[config.mk]
export PLATFORM = sky130hd
export DESIGN_NAME = ccr_flag_unit
export DESIGN_NICKNAME = d
export VERILOG_FILES = /design/src/rtl/ccr_flag_unit_pkg.sv /design/src/rtl/ccr_flag_stack.sv /design/src/rtl/ccr_flag_unit.sv
export SDC_FILE = /design/constraint.sdc
export NUM_CORES = 1
export LEC_CHECK = 0
export BUFFER_PORTS_ARGS = -buffer_cell sky130_fd_sc_hd__buf_2
export CAP_MARGIN = 20
export CORE_ASPECT_RATIO = 1.2
export CORE_MARGIN = 5
export CORE_UTILIZATION = 31
export DETAILED_ROUTE_END_ITERATION = 8
export PLACE_DENSITY = 0.62
export SLEW_MARGIN = 20
export SYNTH_ARGS = -nofsm -noshare
export SYNTH_HDL_FRONTEND = slang
export SYNTH_SLANG_ARGS = --single-unit
[constraint.sdc]
create_clock -name clk -period 2.5 [get_ports clk]
set_input_delay 0.125 -clock clk [delete_from_list [all_inputs] [get_ports clk]]
set_output_delay 0.125 -clock clk [all_outputs]
set_load 0.01 [all_outputs]
[src/rtl/ccr_flag_unit_pkg.sv]
// Shared constants for the condition-code register: flag layout,
// jump condition encodings and the reset flag value.
package ccr_flag_unit_pkg;

  localparam int FLAG_W = 3;
  localparam int FLAG_C = 2;
  localparam int FLAG_N = 1;
  localparam int FLAG_Z = 0;

  typedef enum logic [1:0] {
    COND_JZ  = 2'b00,
    COND_JN  = 2'b01,
    COND_JC  = 2'b10,
    COND_JMP = 2'b11
  } cond_e;

  localparam logic [FLAG_W-1:0] FLAGS_RST = '0;

endpackage

[src/rtl/ccr_flag_stack.sv]
// Saturating LIFO of flag snapshots for nested interrupts.
// Pop wins over push; overflow/underflow set a sticky error.
module ccr_flag_stack
  import ccr_flag_unit_pkg::*;
#(
  parameter int DEPTH = 4
) (
  input  logic              clk,
  input  logic              rst,
  input  logic              push,
  input  logic              pop,
  input  logic [FLAG_W-1:0] dataIn,
  output logic [FLAG_W-1:0] dataOut,
  output logic              full,
  output logic              empty,
  output logic              err
);

  localparam int AW = $clog2(DEPTH);
  localparam int PW = AW + 1;

  logic [FLAG_W-1:0] mem [DEPTH];
  logic [PW-1:0]     ptr;
  logic [AW-1:0]     top;

  assign top     = ptr[AW-1:0] - AW'(1);
  assign dataOut = mem[top];
  assign full    = (ptr == PW'(DEPTH));
  assign empty   = (ptr == '0);

  always_ff @(posedge clk) begin
    if (rst) begin
      ptr <= '0;
      err <= 1'b0;
    end else if (pop) begin
      if (empty) err <= 1'b1;
      else       ptr <= ptr - PW'(1);
    end else if (push) begin
      if (full) begin
        err <= 1'b1;
      end else begin
        mem[ptr[AW-1:0]] <= dataIn;
        ptr <= ptr + PW'(1);
      end
    end
  end

endmodule

[src/rtl/ccr_flag_unit.sv]
// Execute-stage condition-code register with branch evaluation.
// Define CCR_FLAG_FORWARD_EN to let jumps see same-cycle ALU flags.
module ccr_flag_unit
  import ccr_flag_unit_pkg::*;
#(
  parameter int STACK_DEPTH = 4
) (
  input  logic              clk,
  input  logic              rst,
  input  logic              aluCarry,
  input  logic              aluSign,
  input  logic              aluZero,
  input  logic              flagWrite,
  input  logic              setCarry,
  input  logic              clrCarry,
  input  logic              jmpReq,
  input  logic [1:0]        jmpCond,
  input  logic              intSave,
  input  logic              intRestore,
  input  logic              stall,
  output logic [FLAG_W-1:0] flags,
  output logic              takeBranch,
  output logic              stackFull,
  output logic              stackEmpty,
  output logic              stackErr
);

  logic [FLAG_W-1:0] wr_flags;
  logic [FLAG_W-1:0] eval_flags;
  logic [FLAG_W-1:0] nxt_flags;
  logic [FLAG_W-1:0] top_flags;
  logic              hit;
  logic              push;
  logic              pop;

  always_comb begin
    wr_flags = flags;
    if (flagWrite) wr_flags = {aluCarry, aluSign, aluZero};
    if (setCarry)      wr_flags[FLAG_C] = 1'b1;
    else if (clrCarry) wr_flags[FLAG_C] = 1'b0;
  end

`ifdef CCR_FLAG_FORWARD_EN
  assign eval_flags = (flagWrite & ~intRestore) ? wr_flags : flags;
`else
  assign eval_flags = flags;
`endif

  always_comb begin
    hit = 1'b0;
    unique case (cond_e'(jmpCond))
      COND_JZ:  hit = eval_flags[FLAG_Z];
      COND_JN:  hit = eval_flags[FLAG_N];
      COND_JC:  hit = eval_flags[FLAG_C];
      COND_JMP: hit = 1'b1;
    endcase
  end

  assign takeBranch = jmpReq & hit;

  // A taken conditional jump consumes the flag it tested.
  always_comb begin
    nxt_flags = wr_flags;
    if (takeBranch) begin
      unique case (cond_e'(jmpCond))
        COND_JZ:  nxt_flags[FLAG_Z] = 1'b0;
        COND_JN:  nxt_flags[FLAG_N] = 1'b0;
        COND_JC:  nxt_flags[FLAG_C] = 1'b0;
        COND_JMP: ;
      endcase
    end
  end

  assign pop  = intRestore & ~stall;
  assign push = intSave & ~intRestore & ~stall;

  always_ff @(posedge clk) begin
    if (rst) begin
      flags <= FLAGS_RST;
    end else if (!stall) begin
      if (intRestore) begin
        if (!stackEmpty) flags <= top_flags;
      end else begin
        flags <= nxt_flags;
      end
    end
  end

  ccr_flag_stack #(
    .DEPTH(STACK_DEPTH)
  ) u_stack (
    .clk    (clk),
    .rst    (rst),
    .push   (push),
    .pop    (pop),
    .dataIn (flags),
    .dataOut(top_flags),
    .full   (stackFull),
    .empty  (stackEmpty),
    .err    (stackErr)
  );

endmodule

==> results.tsv, run 1 <==
stage	metric	value	unit
run_status	status	completed	
cts	H-tree depth	1	
layout	antenna diode count	0	
die	die area	0.004403	mm2
synthesis	Synth top area share	0.3664	
detailed_routing	number of nets still failing antenna checks after routing	0	
worst_setup_path	Crit. End Element	register	
die	Initial Util	0.3219	
detailed_routing	wire length on met1	822	um
layout	multi-input logic area	454.2	um2
grt	initial antenna violation count	0	
detailed_routing	final wirelength	1.920	mm
synthesis	Mapped Cells	84	
grt	GRT Util Overall	0.1006	
cts	CTS tree	built	
cts	hold_buf cts	0	
detailed_routing	drt drc	0	
grt	first-pass GRT wire length	3.284	mm
power_and_ir_drop	VDD IR-drop max	0.2931	mV
power_and_ir_drop	Pwr Density	571.6	mW/mm2
detailed_routing	DR WL/cell	13.52	um
place	number of port buffers	20	
synthesis	sequential share of the synthesized area	0.5089	
synthesis	asr flop ratio synth	0	
worst_setup_path	Arr. time, crit path	1.89	ns
cts	number of CTS-inserted buffers	3	
detailed_routing	Initial DRT Pass Iterations	4	
timing	maximum clock rate	0.5268	GHz
cts	postcts setup bufs	0	
detailed_routing	WL met2	1.006	mm
grt	vias in the first global route	703	
detailed_routing	max layer used	met4	
timing	Post-Route Setup TNS	0	ns
synthesis	syn_nets	103	
cts	Clock Tree Root	clkbuf_4	
die	core box area	0.003055	mm2
timing	unrepaired setup endpoints after global routing	no	
synthesis	post-synth cell types	31	
detailed_routing	drt via density	5.000	
layout	commonest non-fill, non-tap cell in the layout	buf_2	
cts	worst skew pair latency	0.29	ns
timing	Hold Fails Final Rpt	0	
timing	worst-margin pin slew	0.4581	ns
layout	Fillers	305	
hold_path	Worst Hold Class	primary input to register	
cts	PostCTS Resize Cnt	0	
power_and_ir_drop	Pwr Total	0.0006565	W
timing	final number of setup-violating endpoints	0	
layout	final core utilization	0.3759	
timing	Clock Skew	0.004365	ns
synthesis	Post-synth EDFFs	12	
power_and_ir_drop	Leakage	0.4381	nW
place	gp weighted congestion	0.7532	
run	Max-cap violations	0	
worst_setup_path	Critical Path RT	2.50	ns
synthesis	Synth warnings	0	
die	Die W	61.42	um
timing	relative slew slack	0.6918	
worst_setup_path	Crit Path Category	register to register	
layout	Reg area	500.5	um2
grt	grt total ovfl	0	
synthesis	Synth area leader	edfxtp_1	
synthesis	top post-synthesis cells by area	edfxtp_1 (37%), dfxtp_1 (14%), ha_1 (5.1%)	
cts	clk sink count	19	
worst_setup_path	crit path launch type	register	
worst_setup_path	CP Max Fanout	6	
detailed_routing	via count	710	
detailed_routing	met3 WL	71	um
place	Place WS	0.6175	ns
timing	post-route setup slack	0.6019	ns
timing	Final period util	0.7592	
place	HPWL after DPL	1.548	mm
grt	largest net degree at the start of global routing	12	
synthesis	Post-synth top flop	edfxtp_1	
cts	worst-case clock buffer depth	2	
timing	Pins Over Slew Limit	0	
layout	nets	126	
layout	area growth from synthesis to layout	16.79	%
detailed_routing	initial detailed-routing violation count	15	
synthesis	Synth Cell Area	983.4	um2
timing	Min Clock Period, post-route	1.898	ns
synthesis	Mapped Avg Cell Area	11.71	um2
layout	layout cells sized above 1	0.2736	
cts	clk slew on worst S/H paths	0.10	ns
die	Die Y	71.70	um
layout	most frequent cells in the layout	buf_2 (20), edfxtp_1 (12), nor2_1 (7), dfxtp_1 (7)	
die	FP Rows	22	
synthesis	Yosys reg bits	19	
die	io pins	21	
-- power breakdown --
| group | total (W) | leakage, nW | switching [W] | internal, W |
|---|---|---|---|---|
| combinational | 0.000140 | 0.255 | 0.0000733 | 0.0000666 |
| clock | 0.000148 | 0.0150 | 0.0000865 | 0.0000620 |
| sequential | 0.000368 | 0.168 | 0.0000179 | 0.000350 |
| total | 0.000657 | 0.438 | 0.000178 | 0.000479 |
-- cells in the mapped netlist, drive strengths merged, types with 2 or more instances --
master and n:
and2 5, a311oi 2, clkbuf 2, edfxtp 12, xnor2 2, mux4 2, nor2b 3, nor2 7
inv 4, dfxtp 7, a21oi 5, nand2b 3, o21ai 2, mux2i 5, nand2 2, ha 4
a211oi 4
-- kinds of logic (layout without fill, tap and decap cells) --
family	after synthesis	count (layout)	share of synthesized area
xor gates and xnor gates	2	2	0.01781
DFF	19	19	0.5089
buffers and inverters	7	29	0.02924
muxes	8	8	0.1081
AOI/OAI and AO/OA	18	18	0.1285
and+or+nand+nor	25	25	0.1362
adders and majority gates	5	5	0.07125
-- registers in the layout, indices dropped and copies added (netlist names) --
name and count:
u_stack.ptr 3, u_stack.mem 12, flags 3, u_stack.err 1
-- per-stage QoR --
step                      instances  cell area, um2  hold slack, ns
after floorplan                  84           983.4          0.3527
after global placement          138            1122          0.4306
after detailed placement        138            1122          0.4360
after CTS                       142            1149          0.1174
after global routing            142            1149          0.1120
final                           142            1149          0.1214
-- path summary, 6_finish.rpt --
kind | cells past startpoint | endpoint | slack [ns] | from
setup / recovery | 5 | u_stack.mem[2][1] | 0.60 | u_stack.ptr[1]
hold / removal | 2 | u_stack.ptr[2] | 0.12 | rst
setup reg to reg | 5 | u_stack.mem[2][1] | 0.60 | u_stack.ptr[1]
hold reg to reg | 2 | u_stack.err | 0.49 | u_stack.err
-- layout make-up --
type	instances	share of cell area
sequential	19	0.4357
multi-input combinational	58	0.3954
timing repair buffer	21	0.09368
tap	36	0.03922
clock buffer	4	0.02288
inverter	4	0.01307
-- worst max-delay path, stage by stage, from the launching register on --
cell	delay (ns)
dfxtp_1	0.38
inv_1	0.10
ha_1	0.25
and2_1	0.19
nor4_1	0.41
and2_1	0.28
-- per-layer routing --
layer,GRT usage,up-vias
met3,0.02342,4
met4,0.03538,0
met2,0.1647,18
met5,0,-
met1,0.1271,335
li1,-,353
No activity file was read; power rests on OpenSTA's default activity.
==> run 2, diff against run 1 <==
Settings changed: PLACE_DENSITY 0.62 to 0.64.
Clock period 2.5 ns to 1.65 ns, I/O delays scaled along.
==> run 2 against run 1 <==
Compared with the run above:
- hold slack worse by 0.024 ns
- critical endpoint is now u_stack.ptr[2]
- largest cell class unchanged
- first-iteration DRC count is 33% lower
- utilization is 2.9 points higher
- setup slack worse by 0.48 ns
==> results.tsv, run 2 (same netlist as run 1, synthesis figures left out) <==
stage	metric	value	unit
run_status	status	completed	
grt	met1 track demand over resource	0.1296	
run	Max-cap violations	0	
power_and_ir_drop	Psw	0.0002954	W
timing	Final period util	0.9258	
place	gp weighted congestion	0.7317	
detailed_routing	DR WL/cell	14.20	um
cts	clk sink count	19	
timing	Min Clock Period, post-route	1.528	ns
layout	area growth from synthesis to layout	25.83	%
cts	clk slew on worst S/H paths	0.11	ns
die	FP Rows	22	
grt	busiest layer in global routing	met2	
cts	worst skew pair latency	0.30	ns
cts	number of CTS-inserted buffers	3	
die	io pins	21	
cts	Clock Tree Root	clkbuf_4	
layout	layout cells sized above 1	0.4018	
detailed_routing	via count	737	
grt	met3 usage	0.01802	
power_and_ir_drop	register share of total power	0.519	
layout	Reg area	500.5	um2
worst_setup_path	Crit Path Category	register to register	
detailed_routing	drt via density	4.980	
worst_setup_path	crit path launch type	register	
detailed_routing	final wirelength	2.101	mm
worst_setup_path	Crit. End Element	register	
cts	CTS tree	built	
cts	worst-case clock buffer depth	2	
detailed_routing	drt drc	0	
layout	Largest register FFs	12	
grt	GRT Util Overall	0.1107	
die	Die Y	71.70	um
die	Initial Util	0.3219	
layout	Design Area, Final	0.001237	mm2
detailed_routing	initial detailed-routing violation count	10	
detailed_routing	Initial DRT Pass Iterations	4	
layout	nets	132	
layout	antenna diode count	0	
grt	first-pass GRT wire length	3.581	mm
die	Die W	61.42	um
layout	Fillers	297	
cts	H-tree depth	1	
layout	final core utilization	0.4050	
place	Place WS	0.009400	ns
grt	vias in the first global route	791	
power_and_ir_drop	clock network fraction of total power	0.221	
place	number of port buffers	20	
cts	hold_buf cts	0	
worst_setup_path	CP Max Fanout	3	
timing	Clock Skew	0.009956	ns
layout	commonest non-fill, non-tap cell in the layout	buf_2	
timing	relative slew slack	0.8062	
layout	multi-input logic area	498.0	um2
power_and_ir_drop	Power Internal	0.0007595	W
detailed_routing	number of nets still failing antenna checks after routing	0	
grt	grt total ovfl	0	
power_and_ir_drop	Sw Share	0.2800	
die	core box area	0.003055	mm2
power_and_ir_drop	Pwr Density	852.5	mW/mm2
grt	Global Route met2 Usage	0.1847	
hold_path	Worst Hold Class	primary input to register	
power_and_ir_drop	VDD IR-drop max	0.4464	mV
timing	Hold Fails Final Rpt	0	
timing	final number of setup-violating endpoints	0	
timing	unrepaired setup endpoints after global routing	no	
grt	largest net degree at the start of global routing	11	
grt	initial antenna violation count	0	
layout	most frequent cells in the layout	buf_2 (20), edfxtp_1 (12), nor2_1 (7), dfxtp_1 (7), buf_4 (7)	
timing	worst-margin pin slew	0.2886	ns
timing	Pins Over Slew Limit	0	
place	Area after DPL	0.001204	mm2
worst_setup_path	Critical Path RT	1.89	ns
power_and_ir_drop	Leakage	0.4774	nW
die	die area	0.004403	mm2
timing	maximum clock rate	0.6546	GHz
worst_setup_path	Arr. time, crit path	1.76	ns
place	HPWL after DPL	1.711	mm
timing	post-route setup slack	0.1224	ns
power_and_ir_drop	Combinational Power Share	0.260	
-- run 2: repair_timing --
action	in CTS	in global routing
gates resized for setup	0	3
endpoints found under the setup margin	0	14
setup buffers	0	1
-- run 2: routing by layer --
layer / wire, um / up-vias
li1: - / 368
met1: 854 / 354
met2: 1130 / 13
met3: 82 / 2
met4: 34 / 0
met5: 0 / -
-- run 2: worst paths after layout --
kind                  startpoint             end  slack [ns]  cells past startpoint
setup reg to reg  u_stack.ptr[0]  u_stack.ptr[2]        0.12                      5
hold / removal               rst     u_stack.err         0.1                      2
setup / recovery  u_stack.ptr[0]  u_stack.ptr[2]        0.12                      5
hold reg to reg      u_stack.err     u_stack.err        0.50                      2
-- run 2: critical path: stages, from the launching register on --
cell	delay, ns
dfxtp_1	0.36
inv_2	0.07
fa_1	0.43
xnor2_1	0.16
or3_1	0.31
a21oi_1	0.15
-- run 2: power by group through the flow --
stage | Sequential, W | Combinational (W) | Clock, W
floorplan | 0.000567 | 0.000166 | 0
global placement | 0.000558 | 0.000268 | 0
detailed placement | 0.000558 | 0.000273 | 0
CTS | 0.000547 | 0.000274 | 0.000239
global route | 0.000552 | 0.000306 | 0.000258
finish | 0.000547 | 0.000274 | 0.000234
-- run 2: stage by stage --
stage | total power (W) | std cells | hold slack (ns) | setup TNS, ns
floorplan | 0.0007328 | 84 | 0.2777 | -1.409
global placement | 0.0008259 | 143 | 0.4042 | 0
detailed placement | 0.0008306 | 143 | 0.4160 | 0
CTS | 0.001060 | 147 | 0.09485 | 0
global route | 0.001116 | 148 | 0.09395 | 0
finish | 0.001055 | 148 | 0.09703 | 0
-- run 2: final cells by class --
cell class / instances / share of cell area
Clock buffer: 4 / 0.02123
Sequential cell: 19 / 0.4044
Inverter: 4 / 0.01213
Tap cell: 36 / 0.03640
Timing Repair Buffer: 27 / 0.1234
Multi-Input combinational cell: 58 / 0.4024
